--- src/rtl/lsu_ctrl.sv ---
// Load/store unit controller: issues a single word-aligned bus transfer for each
// accepted memory op. It lane-aligns store data and extracts and extends load data.
module lsu_ctrl #(
    parameter int BUS_TIMEOUT = 16
) (
    input  logic        clk,
    input  logic        rst,
    input  logic        req_i,
    input  logic [1:0]  mem_rw_i,
    input  logic [1:0]  byte_sel_i,
    input  logic        un_sign_i,
    input  logic [31:0] addr_i,
    input  logic [31:0] wdata_i,
    input  logic [4:0]  rd_waddr_i,
    output logic        stall_o,
    output logic        bus_req_o,
    output logic        bus_we_o,
    output logic [31:0] bus_addr_o,
    output logic [31:0] bus_wdata_o,
    output logic [3:0]  bus_be_o,
    input  logic        bus_ready_i,
    input  logic [31:0] bus_rdata_i,
    output logic        rd_we_o,
    output logic [4:0]  rd_waddr_o,
    output logic [31:0] rd_wdata_o,
    output logic        misalign_o,
    output logic        fault_o
);

    localparam logic [1:0] MEM_DISABLE = 2'b00;
    localparam logic [1:0] MEM_READ    = 2'b01;
    localparam logic [1:0] MEM_WRITE   = 2'b10;
    localparam logic [1:0] SL_BYTE     = 2'b00;
    localparam logic [1:0] SL_HALFWORD = 2'b01;
    localparam logic [1:0] SL_WORD     = 2'b10;
    localparam logic [1:0] SL_NONE     = 2'b11;
    localparam logic       UNSIGNED    = 1'b1;
    localparam logic [7:0] TO_LAST     = 8'(BUS_TIMEOUT - 1);

    typedef enum logic [1:0] {
        S_IDLE,
        S_BUS,
        S_RESP
    } state_t;

    state_t      r_state;
    logic [7:0]  r_cnt;
    logic        r_bus_req;
    logic        r_bus_we;
    logic [31:0] r_bus_addr;
    logic [31:0] r_bus_wdata;
    logic [3:0]  r_bus_be;
    logic        r_rd_we;
    logic [4:0]  r_rd_waddr;
    logic [31:0] r_rd_wdata;

    // Request fields needed after BUS entry to shape the load result.
    logic [1:0]  r_off;
    logic [1:0]  r_size;
    logic        r_unsign;
    logic [4:0]  r_rd;

    logic w_idle;
    logic w_mem_op;
    logic w_aligned;
    logic w_accept;
    logic w_misalign;
    logic w_sel_none;
    logic w_timeout;

    function automatic logic [3:0] lane_be(input logic [1:0] sel, input logic [1:0] off,
                                           input logic we);
        logic [3:0] be;
        be = 4'b1111;
        if (we) begin
            case (sel)
                SL_BYTE:     be = 4'b0001 << off;
                SL_HALFWORD: be = off[1] ? 4'b1100 : 4'b0011;
                default:     be = 4'b1111;
            endcase
        end
        return be;
    endfunction

    function automatic logic [31:0] lane_wdata(input logic [1:0] sel, input logic [31:0] d);
        logic [31:0] w;
        case (sel)
            SL_BYTE:     w = {4{d[7:0]}};
            SL_HALFWORD: w = {2{d[15:0]}};
            default:     w = d;
        endcase
        return w;
    endfunction

    function automatic logic [31:0] load_ext(input logic [1:0] sel, input logic [1:0] off,
                                             input logic uns, input logic [31:0] rdata);
        logic [31:0] sh;
        logic [31:0] r;
        sh = rdata >> {off, 3'b000};
        case (sel)
            SL_BYTE:     r = (uns == UNSIGNED) ? {24'd0, sh[7:0]}  : {{24{sh[7]}}, sh[7:0]};
            SL_HALFWORD: r = (uns == UNSIGNED) ? {16'd0, sh[15:0]} : {{16{sh[15]}}, sh[15:0]};
            default:     r = rdata;
        endcase
        return r;
    endfunction

    assign w_idle     = (r_state == S_IDLE);
    assign w_mem_op   = req_i & (mem_rw_i != MEM_DISABLE);
    assign w_sel_none = w_idle & w_mem_op & (byte_sel_i == SL_NONE);

    always_comb begin
        w_aligned = 1'b1;
        case (byte_sel_i)
            SL_HALFWORD: w_aligned = ~addr_i[0];
            SL_WORD:     w_aligned = (addr_i[1:0] == 2'b00);
            default:     w_aligned = 1'b1;
        endcase
    end

    assign w_accept   = w_idle & w_mem_op & (byte_sel_i != SL_NONE) & w_aligned;
    assign w_misalign = w_idle & w_mem_op & (byte_sel_i != SL_NONE) & ~w_aligned;
    assign w_timeout  = (r_state == S_BUS) & ~bus_ready_i & (r_cnt == TO_LAST);

    // Exception pulses and stall are combinational; rst gates them so reset forces 0.
    assign stall_o    = rst & ((r_state == S_BUS) | w_accept);
    assign misalign_o = rst & w_misalign;
    assign fault_o    = rst & (w_sel_none | w_timeout);

    assign bus_req_o   = r_bus_req;
    assign bus_we_o    = r_bus_we;
    assign bus_addr_o  = r_bus_addr;
    assign bus_wdata_o = r_bus_wdata;
    assign bus_be_o    = r_bus_be;
    assign rd_we_o     = r_rd_we;
    assign rd_waddr_o  = r_rd_waddr;
    assign rd_wdata_o  = r_rd_wdata;

    always_ff @(posedge clk) begin
        if (w_accept) begin
            r_off    <= addr_i[1:0];
            r_size   <= byte_sel_i;
            r_unsign <= un_sign_i;
            r_rd     <= rd_waddr_i;
        end
    end

    always_ff @(posedge clk or negedge rst) begin
        if (!rst) begin
            r_state     <= S_IDLE;
            r_cnt       <= 8'd0;
            r_bus_req   <= 1'b0;
            r_bus_we    <= 1'b0;
            r_bus_addr  <= 32'd0;
            r_bus_wdata <= 32'd0;
            r_bus_be    <= 4'd0;
            r_rd_we     <= 1'b0;
            r_rd_waddr  <= 5'd0;
            r_rd_wdata  <= 32'd0;
        end else begin
            case (r_state)
                S_IDLE: begin
                    if (w_accept) begin
                        r_state     <= S_BUS;
                        r_cnt       <= 8'd0;
                        r_bus_req   <= 1'b1;
                        r_bus_we    <= (mem_rw_i == MEM_WRITE);
                        r_bus_addr  <= {addr_i[31:2], 2'b00};
                        r_bus_be    <= lane_be(byte_sel_i, addr_i[1:0], mem_rw_i == MEM_WRITE);
                        r_bus_wdata <= (mem_rw_i == MEM_WRITE) ? lane_wdata(byte_sel_i, wdata_i)
                                                               : 32'd0;
                    end
                end
                S_BUS: begin
                    if (bus_ready_i || r_cnt == TO_LAST) begin
                        r_bus_req   <= 1'b0;
                        r_bus_we    <= 1'b0;
                        r_bus_addr  <= 32'd0;
                        r_bus_wdata <= 32'd0;
                        r_bus_be    <= 4'd0;
                        r_state     <= S_IDLE;
                        // Ready wins over a simultaneous timeout.
                        if (bus_ready_i && !r_bus_we) begin
                            r_state    <= S_RESP;
                            r_rd_we    <= (r_rd != 5'd0);
                            r_rd_waddr <= r_rd;
                            r_rd_wdata <= load_ext(r_size, r_off, r_unsign, bus_rdata_i);
                        end
                    end else begin
                        r_cnt <= r_cnt + 8'd1;
                    end
                end
                S_RESP: begin
                    r_state    <= S_IDLE;
                    r_rd_we    <= 1'b0;
                    r_rd_waddr <= 5'd0;
                    r_rd_wdata <= 32'd0;
                end
                default: r_state <= S_IDLE;
            endcase
        end
    end

endmodule

--- config.mk ---
export PLATFORM = sky130hd
export DESIGN_NAME = lsu_ctrl
export DESIGN_NICKNAME = d
export VERILOG_FILES = /design/src/rtl/lsu_ctrl.sv
export SDC_FILE = /design/constraint.sdc
export NUM_CORES = 1
export LEC_CHECK = 0
export BUFFER_PORTS_ARGS = -buffer_cell sky130_fd_sc_hd__buf_2
export CAP_MARGIN = 10
export CELL_PAD_IN_SITES_DETAIL_PLACEMENT = 1
export CELL_PAD_IN_SITES_GLOBAL_PLACEMENT = 1
export CORE_MARGIN = 3
export CORE_UTILIZATION = 39
export CTS_BUF_LIST = sky130_fd_sc_hd__clkbuf_8
export DETAILED_ROUTE_END_ITERATION = 8
export PLACE_DENSITY = 0.89
export SLEW_MARGIN = 20
export SYNTH_ARGS = -nofsm -noshare
export SYNTH_HDL_FRONTEND = slang
export SYNTH_SLANG_ARGS = --single-unit
export TNS_END_PERCENT = 50
--- constraint.sdc ---
create_clock -name clk -period 2.9 [get_ports clk]
set_clock_uncertainty 0.1 [all_clocks]
set_input_delay 0.58 -clock clk [delete_from_list [all_inputs] [get_ports clk]]
set_output_delay 0.58 -clock clk [all_outputs]
set_load 0.05 [all_outputs]
==> results.md, run 1 <==
- Status: complete, no violations
- Cell mode on critical path: buf_2
- Hold depth: 1
- Routed len/inst: roughly 20 µm
- Required time of the critical path: ~2.2 ns
- Met2 wire length: ~9100 µm
- Worst hold start: rd_waddr_i[4]
- Sequential cell area fraction in the yosys report: a little under three fifths
- Clk pin slew, worst setup/hold paths: approximately 0.070 ns
- H-tree depth: 4
- Setup CP Type: in -> out
- Internal: roughly 3700 µW
- Residual DRC: 0
- WHS: about 0.21 ns
- Pleak: around 0.0038 µW
- Die W: around 130 µm
- DR pass1 iterations: 4
- Die area: around 16000 µm²
- Area Growth Syn to Fin: 27.7%
- Switching part of the total power: 47.6%
- IO buf count: ~220
- Synth cell count leaders: 116 x dfrtp_1, 55 x a22o_1, 36 x o21ai_0
- Antenna violations before repair: 1
- Area taken by multi-input logic gates: between 2000 and 2500 µm²
- R2r setup slk: around 0.5 ns
- DP HPWL: between 10000 and 15000 µm
- Placed inst area: just over 7000 µm²
- R2r worst-path depth: 5
- Synth top area cells: dfrtp_1 50%, a22o_1 8.3%, edfxtp_1 5.2%, o2bb2ai_2 5.2%, a22oi_1 3.5%
- Final #Nets: around 820
- CP Capture Type: output port
- Number of synthesized register bits: between 100 and 150
- Clk pwr share: between 15 and 20%
- Final period utilization: just over 90%
- Sequential cell area: 3200 µm²
- Overflow after GRT: 0
- Die height: roughly 130 µm
- Startpoint types: primary input
- Post-synth top area share: between 40% and 50%
- Finished Cell Area: 7420 µm²
- DR top layer: met5
- Clk sinks: ~130
- Root Driver: clkbuf_8
- Largest net degree at the start of global routing: around 70
- Critical path origin: byte_sel_i[0]
- Type of the tightest min-delay check: in -> reg
- Pwr dens: around 960 nW/µm²
- Switching pwr: 3400 µW
- Combinational Power Share: roughly 45%
- VDD IR max: approximately 0.00048 V
- Gate count after technology mapping: around 490
- Final Hold Viols: 0
- Routed wire length: 18200 µm
- Routed length on met1: about 7400 µm
- RR Endpoint: bus_wdata_o[4]$_DFFE_PN0P_
- Total power: about 7100 µW
- Sequential share of power: approximately 36%
- Worst slew pin tran: between 0.8 and 0.9 ns
- Num rows: 43
- Worst Path Arrival: ~2.0 ns
- Initial drt markers: roughly 270
- Crit path max-delay family: simple AND/OR/NAND/NOR gates
- Crit-path cells: buf_2, inv_1, ha_1, or3b_1, nand3_1, nand2_1, a21boi_1, buf_2
- Total CTS buffers: 17
- Number of synthesized flops with an enable pin: 10
- Final Wtd Congestion: between 0.8 and 0.9
- I/O pin count: 221
- Ratio of cells with drive above 1 in the final layout: 40.9%
- ANT nets after route: 0
- Clk Latency, worst-skew pair: 0.44 ns
- FMAX: 373 MHz
- Area leader, netlist: dfrtp_1
- Crit-path slowest cell: or3b_1
- Slew Limit Headroom: between 40% and 50%
- Setup Buffers After CTS: 0
- First-pass GRT wire length: 28700 µm
- Post-synth top flop: dfrtp_1
- Max Cap Viol: 0
- Via Count: slightly above 5000
- Total GRT Usage: 22.3%
- Syn Std Cell Area: around 5800 µm²
- Reg2reg start: r_cnt[6]$_DFFE_PN0P_
- Vias/cell: 5.59
- Min-Delay Endpoint: r_rd[4]$_DFFE_PP_
- Core box area: around 14000 µm²
- Fillers: around 1600
- Mapped Avg Cell Area: roughly 12 µm²
- Async SR Flop Fraction: ~92%
- CP max stage delay: 0.36 ns
- Synth cell types: 55
- Yosys warning count: 0
- Final core occ: between 50% and 60%
- Vias in the first global route: ~5300
- Final setup fails: 0
- Worst Path Buf+Inv: 3
- Worst-case clock buffer depth: 2
- Top-count cell post-synth: dfrtp_1
- Final max-slew violation count: 0
- Final min period: 2.68 ns
- RSZ-0062 raised after global routing: no
- Setup tns final: 0 ns
- CP max FO: 4
- CTS tree: built
- Detail Route met3 WL: ~1500 µm
- Initial core utilization: 40.9%
## per-stage QoR
stage	instances	setup WS, ns
3_3_place_gp	869	0.269
6_report	902	0.218
4_1_cts	901	0.0746
3_5_place_dp	869	0.224
2_1_floorplan	494	0.170
5_1_grt	901	0.0310
## kinds of logic (layout without fill, tap and decap cells)
logic type / Yosys count / after routing / synth area share, %
muxes: 19 / 19 / 3.51
buffers and inverters: 43 / 270 / 3.99
and+or+nand+nor: 110 / 110 / 9.69
other: 1 / 3 / 0.0646
xor gates and xnor gates: 3 / 3 / 0.452
AOI/OAI and AO/OA: 186 / 186 / 26.1
DFF: 126 / 126 / 55.1
adders and majority gates: 5 / 5 / 1.08
## worst reg2reg max path, stage by stage (launching register included)
cell and delay [ns]:
dfrtp_1 0.42, nor4_2 0.52, a41o_1 0.43, a22oi_2 0.09, buf_4 0.36, a22o_1 0.39
## worst max-delay path by stage
stage / end / slack, ns / cells after the start
global placement: stall_o / 0.27 / 8
detailed placement: stall_o / 0.22 / 8
CTS: fault_o / 0.07 / 6
finish: stall_o / 0.22 / 8
floorplan: stall_o / 0.17 / 6
global route: stall_o / 0.03 / 5
## cells in the final DEF (no fill, tap or decap), types with 10 or more instances in the layout
| master | n |
|---|---|
| a21oi_1 | 16 |
| a22o_1 | 55 |
| a22oi_1 | 26 |
| buf_2 | 217 |
| buf_4 | 14 |
| clkbuf_8 | 18 |
| dfrtp_1 | 116 |
| edfxtp_1 | 10 |
| mux2i_1 | 17 |
| nand2_1 | 33 |
| nand2b_1 | 12 |
| nand3_1 | 13 |
| nor2_1 | 23 |
| o21ai_0 | 36 |
| o2bb2ai_2 | 20 |
## flip-flops by register name (all words and copies together), names as in the netlist
signal,count
bus_wdata_o,32
rd_wdata_o,32
bus_addr_o,30
r_cnt,8
r_rd,5
rd_waddr_o,5
bus_be_o,4
r_off,2
r_size,2
r_state,2
bus_req_o,1
bus_we_o,1
r_unsign,1
rd_we_o,1
## power by group through the flow
stage / sequential (µW) / clock (µW) / combinational, µW
final: 2580 / 1380 / 3180
after global routing: 2650 / 1500 / 3340
after CTS: 2590 / 1420 / 3200
after detailed placement: 2610 / 0 / 3210
after global placement: 2580 / 0 / 3120
after floorplan: 4170 / 0 / 732
## repair_timing
| action | CTS | global route |
|---|---|---|
| setup endpoints to repair | 0 | 1 |
| hold endpoints to repair | 9 | 0 |
| hold buffers | 1 | 0 |
| gates resized for setup | 0 | 1 |
## layout make-up
| class | instances | share of cell area, % |
|---|---|---|
| diodes | 1 | 0.0337 |
| flip-flops and latches | 126 | 43.2 |
| inverters | 6 | 0.304 |
| clock buffers | 18 | 3.34 |
| well taps | 180 | 3.04 |
| clock inverters | 13 | 1.38 |
| repair buffers | 233 | 16.5 |
| multi-input cells | 325 | 32.2 |
## metal layers
metal / vias up / global-route usage (%)
li1: 2286 / -
met4: 2 / 6.99
met3: 18 / 7.67
met2: 183 / 37.3
met5: - / 0
met1: 2552 / 27.2
Note: power is estimated with default switching activity, not from simulation.
==> run 2: changes to the inputs <==
Settings changed: ABC_AREA set to 1, CORE_UTILIZATION 39 to 37.
==> run 2 against run 1 <==
Against the previous run:
- global-route usage about the same
- synthesized cell count increased by 68%
- via count increased by 26%
- register-to-register slack improved by 0.19 ns
- first-iteration DRC count increased by 7.4%
- clock power increased by 9%
- critical endpoint is now fault_o
==> results.md, run 2 <==
- Final period utilization: 94.5% (+2.0 points)
- Residual DRC: 0 (unchanged)
- Setup WS post-layout: 0.161 ns (-0.0575 ns)
- Vias in the first global route: 6551 (+23%)
- Setup tns final: 0 ns (unchanged)
- Top-count cell post-synth: nand2_1
- Layout Cells excl Fill: 1268 (+41%)
- Antenna cell count: 0 (-1)
- Final max-slew violation count: 0 (unchanged)
- Syn Std Cell Area: 6390 µm² (+10%)
- Initial core utilization: 38.1% (-2.8 points)
- Number of synthesized flops with an enable pin: 10 (unchanged)
- Sequential cell area fraction in the yosys report: 50.1% (-5.0 points)
- DP HPWL: 15200 µm (+14%)
- Routed len/inst: 16.6 µm (-18%)
- Pre-CTS setup slack: 0.437 ns (+0.213 ns)
- Pwr dens: 878 nW/µm² (-8.7%)
- Total GRT Usage: 22.3% (about the same)
- Post-Place Cells: 1236 (+42%)
- Clk sinks: 126 (unchanged)
- Final core occ: 47.7% (-4.5 points)
- Final setup fails: 0 (unchanged)
- Clk Latency, worst-skew pair: 0.45 ns (about the same)
- Via Count: 6353 (+26%)
- Setup Buffers After CTS: 0 (unchanged)
- WHS: 0.103 ns (-0.106 ns)
- CP Capture Type: output port
- Number of synthesized register bits: 126 (unchanged)
- Worst Path Arrival: 2.06 ns (+0.06 ns)
- Synth top area cells: dfrtp_1 45%, nand2_1 21%, nand3_1 8.2%, edfxtp_1 4.7%, nor2_1 3.9%
- Fillers: 2203 (+35%)
- Required time of the critical path: 2.22 ns (about the same)
- Synth cell count leaders: 352 x nand2_1, 116 x dfrtp_1, 105 x nand3_1
- Post-synth top flop: dfrtp_1
- Area Growth Syn to Fin: 25.2%
- Slew Limit Headroom: 55.3% (+9.6 points)
- CP max FO: 5 (+1)
- Final Wtd Congestion: 0.859 (+0.30%)
- Antenna violations before repair: 0 (-1)
- Core box area: 16800 µm² (+18%)
- Status: complete, no violations
- Hold-fix buffers, CTS: 0 (-1)
- Worst slew pin tran: 0.670 ns (-0.144 ns)
- Type of the tightest min-delay check: in -> async
- Total CTS buffers: 17 (unchanged)
- Routed wire length: 21000 µm (+16%)
- Post-CTS resize count: 0 (unchanged)
- CTS tree: built
- Max Cap Viol: 0 (unchanged)
- Final #Nets: 1150 (+40%)
- IO buf count: 218 (unchanged)
- VDD IR max: 0.000368 V (-23%)
- Area leader, netlist: dfrtp_1
- Setup CP Type: reg -> out
- Die area: 18900 µm² (+15%)
- Num rows: 47 (+9.3%)
- I/O pin count: 221 (unchanged)
- Final Hold Viols: 0 (unchanged)
- Clk pin slew, worst setup/hold paths: 0.09 ns (+0.02 ns)
- Pleak: 0.00467 µW (+24%)
- Synth cell types: 37 (-33%)
- DR pass1 iterations: 6 (+2)
- Largest net degree at the start of global routing: 117 (+72%)
- Final min period: 2.74 ns (+0.0575 ns)
- Most frequent cells in the layout: 351 x nand2_1, 217 x buf_2, 116 x dfrtp_1
- First-pass GRT wire length: 32900 µm (+15%)
- Gate count after technology mapping: 829 (+68%)
- H-tree depth: 4 (unchanged)
- Async SR Flop Fraction: 92.1% (unchanged)
- Mapped Avg Cell Area: 7.71 µm² (-35%)
- Post-synth top area share: 45.4% (-4.5 points)
- ANT nets after route: 0 (unchanged)
- Vias/cell: 5.01 (-10%)
- RSZ-0062 raised after global routing: no
- Root Driver: clkbuf_8
- Overflow after GRT: 0 (unchanged)
- Initial drt markers: 292 (+7.4%)
- Yosys warning count: 0 (unchanged)
- Worst-case clock buffer depth: 2 (unchanged)
- Die W: 137 µm (+7.3%)
- Die height: 137 µm (+7.3%)
- Most common cell after layout, fill and taps aside: nand2_1
- Ratio of cells with drive above 1 in the final layout: 28.2% (-13 points)
- FMAX: 365 MHz (-2.1%)
- Startpoint types: register
run 2: critical path, stage by stage, from the launching register on:
cell and delay [ns]:
dfrtp_1 0.42, ha_1 0.19, nand2_1 0.06, inv_1 0.09, nand4_1 0.13, nand3b_1 0.24, a21oi_1 0.17, buf_2 0.30
run 2: kinds of logic (layout without fill, tap and decap cells):
| logic type | count (synthesis) | count (layout) | share of synthesized area [%] |
|---|---|---|---|
| and+or+nand+nor | 561 | 561 | 37.5 |
| AOI/OAI and AO/OA | 51 | 51 | 4.35 |
| DFF | 126 | 126 | 50.1 |
| buffers and inverters | 82 | 300 | 6.60 |
| other | 1 | 2 | 0.0587 |
| adders and majority gates | 5 | 5 | 0.979 |
| xor gates and xnor gates | 3 | 3 | 0.411 |
run 2: report_power, final:
group	switching [µW]	internal [µW]	total [µW]	leakage, µW
logic	2380	642	3020	0.00285
clock network	786	714	1500	0.000194
registers	278	2230	2510	0.00162
total	3440	3580	7030	0.00467
run 2: area by class of cell:
type | count | area, µm² | area share [%]
sequential | 126 | 3200 | 40.0
clock buffer | 18 | 248 | 3.10
tap | 220 | 275 | 3.44
multi-input combinational | 622 | 2780 | 34.7
timing repair buffer | 229 | 1210 | 15.2
clock inverter | 14 | 135 | 1.69
inverter | 39 | 149 | 1.86
run 2: per-stage QoR:
stage	power, µW	cell area [µm²]
6_report	7030	8000
5_1_grt	7390	8000
4_1_cts	7100	8000
3_5_place_dp	5590	7620
3_3_place_gp	5500	7620
2_1_floorplan	4710	6400
run 2: final timing paths:
| check | start | to | slack (ns) | depth (start not counted) |
|---|---|---|---|---|
| hold reg to reg | bus_req_o$_DFFE_PN0P_ | bus_req_o$_DFFE_PN0P_ | 0.38 | 2 |
| setup reg to reg | r_state[1]$_DFFE_PN0P_ | rd_waddr_o[3]$_DFFE_PN0P_ | 0.68 | 8 |
| max in group asynchronous | rst | bus_addr_o[13]$_DFFE_PN0P_ | 2.04 | 2 |
| setup / recovery | r_cnt[0]$_DFFE_PN0P_ | fault_o | 0.16 | 7 |
| min in group clk | rd_waddr_i[4] | r_rd[4]$_DFFE_PP_ | 0.20 | 1 |
| hold / removal | rst | rd_wdata_o[5]$_DFFE_PN0P_ | 0.10 | 2 |
run 2: layer usage:
metal / up-vias / share of wire, % / track usage [%]
met5: - / 0 / 0
met4: 0 / 1.9 / 6.87
met3: 35 / 7.4 / 6.72
met2: 197 / 51 / 38.6
met1: 3082 / 40 / 26.5
li1: 3039 / - / -
==> run 3: changes to the inputs <==
Settings changed: CTS_CLUSTER_DIAMETER set to 40, HOLD_SLACK_MARGIN set to 0.1, RECOVER_POWER set to 100.
==> run 3 against run 2 <==
Against the previous run:
- the flow now finishes with violations (max-capacitance violations, max-slew violations)
- combinational power is 5% lower
- largest cell class unchanged
- first-iteration DRC count is 5.8% higher
- power is 1.8% lower
- wire length hardly changed
- global-route usage stayed put
- sequential share of layout area is 0.96 points higher
- register-to-register slack worse by 0.38 ns
==> results.md, run 3 (synthesis gave the netlist of run 2 again) <==
- Status: finished with violations
- Failing checks: max-capacitance violations, max-slew violations
- Final Hold Viols: 0 (unchanged)
- Clk sinks: 126 (unchanged)
- Worst hold start: rd_waddr_i[4]
- Final Wtd Congestion: 0.859 (unchanged)
- Setup WS post-layout: 0.162 ns (+0.00130 ns)
- Final period utilization: 94.4% (about the same)
- Pre-CTS setup slack: 0.437 ns (unchanged)
- Total power: 6900 µW (-1.8%)
- Core box area: 16800 µm² (unchanged)
- H-tree depth: 4 (unchanged)
- CP max stage delay: 0.42 ns (about the same)
- Final max-slew violation count: 117 (+117)
- Die height: 137 µm (unchanged)
- Ratio of cells with drive above 1 in the final layout: 17.3% (-11 points)
- DP HPWL: 15200 µm (unchanged)
- Setup tns final: 0 ns (unchanged)
- Vias/cell: 5.00 (-0.25%)
- Placed inst area: 7620 µm² (unchanged)
- Worst-case clock buffer depth: 2 (unchanged)
- CP max FO: 5 (unchanged)
- Routed wire length: 21000 µm (about the same)
- Die W: 137 µm (unchanged)
- ANT nets after route: 0 (unchanged)
- Type of the tightest min-delay check: in -> reg
- Most common cell after layout, fill and taps aside: nand2_1
- Hold-fix buffers, CTS: 0 (unchanged)
- Reg2reg start: r_state[1]$_DFFE_PN0P_
- Required time of the critical path: 2.22 ns (about the same)
- Setup Buffers After CTS: 0 (unchanged)
- Hold depth: 1
- IO buf count: 218 (unchanged)
- Worst slew pin tran: 1.66 ns (+0.994 ns)
- Post-CTS resize count: 0 (unchanged)
- Finished Cell Area: 7810 µm² (-2.3%)
- Largest net degree at the start of global routing: 117 (unchanged)
- Most frequent cells in the layout: 353 x nand2_1, 116 x dfrtp_1, 111 x clkbuf_1
- Clk Latency, worst-skew pair: 0.45 ns (about the same)
- CTS tree: built
- I/O pin count: 221 (unchanged)
- Worst Path Buf+Inv: 2 (unchanged)
- Total GRT Usage: 22.3% (unchanged)
- Pwr dens: 883 nW/µm² (+0.56%)
- RSZ-0062 raised after global routing: no
- Crit path max-delay family: simple AND/OR/NAND/NOR gates
- Area Growth Syn to Fin: 22.3%
- Pleak: 0.00422 µW (-9.6%)
- Initial core utilization: 38.1% (unchanged)
- Routed len/inst: 16.6 µm (about the same)
- RR Endpoint: rd_waddr_o[3]$_DFFE_PN0P_
- Overflow after GRT: 0 (unchanged)
- Final min period: 2.74 ns (-0.00130 ns)
- Crit-path cells: ha_1, nand2_1, inv_1, nand4_1, nand3b_1, a21oi_1, buf_2
- Final core occ: 46.6% (-1.1 points)
- Setup CP Type: reg -> out
- Startpoint types: register
- Max Cap Viol: 1 (+1)
- Crit-path slowest cell: dfrtp_1
- Via Count: 6337 (-0.25%)
- Total CTS buffers: 17 (unchanged)
- Root Driver: clkbuf_8
- First-pass GRT wire length: 32900 µm (unchanged)
- FMAX: 365 MHz (about the same)
- Initial drt markers: 309 (+5.8%)
- Min-Delay Endpoint: r_rd[4]$_DFFE_PP_
- Clk pin slew, worst setup/hold paths: 0.08 ns (about the same)
- R2r setup slk: 0.30 ns (-0.38 ns)
- Antenna cell count: 0 (unchanged)
- R2r worst-path depth: 8 (unchanged)
- DR pass1 iterations: 4 (-2)
- Residual DRC: 0 (unchanged)
- VDD IR max: 0.000355 V (-3.6%)
- Slew Limit Headroom: -10.9% (-66 points)
- Final #Nets: 1150 (unchanged)
- Num rows: 47 (unchanged)
- Worst Path Arrival: 2.06 ns (about the same)
- Die area: 18900 µm² (unchanged)
- CP Capture Type: output port
- Final setup fails: 0 (unchanged)
- Vias in the first global route: 6551 (unchanged)
- Fillers: 2244 (+1.9%)
- Antenna violations before repair: 0 (unchanged)
[run 3: changes by cell type in the layout (fill, tap and decap cells not counted), sizes merged]
cell	before	now
buf	229	113
clkbuf	18	134
[run 3: through the flow]
step / std cells / hold slack [ns]
floorplan: 830 / 0.184
global placement: 1236 / 0.357
detailed placement: 1236 / 0.360
CTS: 1268 / 0.163
global route: 1268 / 0.173
finish: 1268 / 0.204
[run 3: per-layer routing]
metal | GRT usage [%] | wire length (µm) | vias up
li1 | - | - | 3039
met1 | 26.5 | 8380 | 3078
met2 | 38.6 | 10600 | 187
met3 | 6.72 | 1570 | 33
met4 | 6.87 | 405 | 0
met5 | 0 | 0 | -
[run 3: area by class of cell]
type | count | area (µm²) | share of cell area, %
Inverter | 39 | 149 | 1.91
Clock inverter | 14 | 135 | 1.73
Sequential cell | 126 | 3200 | 41.0
Timing Repair Buffer | 229 | 1050 | 13.4
Clock buffer | 18 | 248 | 3.17
Multi-Input combinational cell | 622 | 2760 | 35.3
Tap cell | 220 | 275 | 3.52
[run 3: power by group]
group,internal [µW],switching (µW)
Combinational,507,2370
Clock,714,785
Sequential,2230,291
Total,3450,3450
[run 3: worst max path at each step]
stage,start,end,slack [ns],depth (start not counted)
floorplan,byte_sel_i[1],stall_o,0.002,8
detailed placement,byte_sel_i[1],bus_addr_o[2]$_DFFE_PN0P_,0.44,11
global placement,byte_sel_i[0],stall_o,0.50,7
global route,r_cnt[0]$_DFFE_PN0P_,fault_o,0.04,7
finish,r_cnt[0]$_DFFE_PN0P_,fault_o,0.16,7
CTS,r_cnt[0]$_DFFE_PN0P_,fault_o,0.14,7
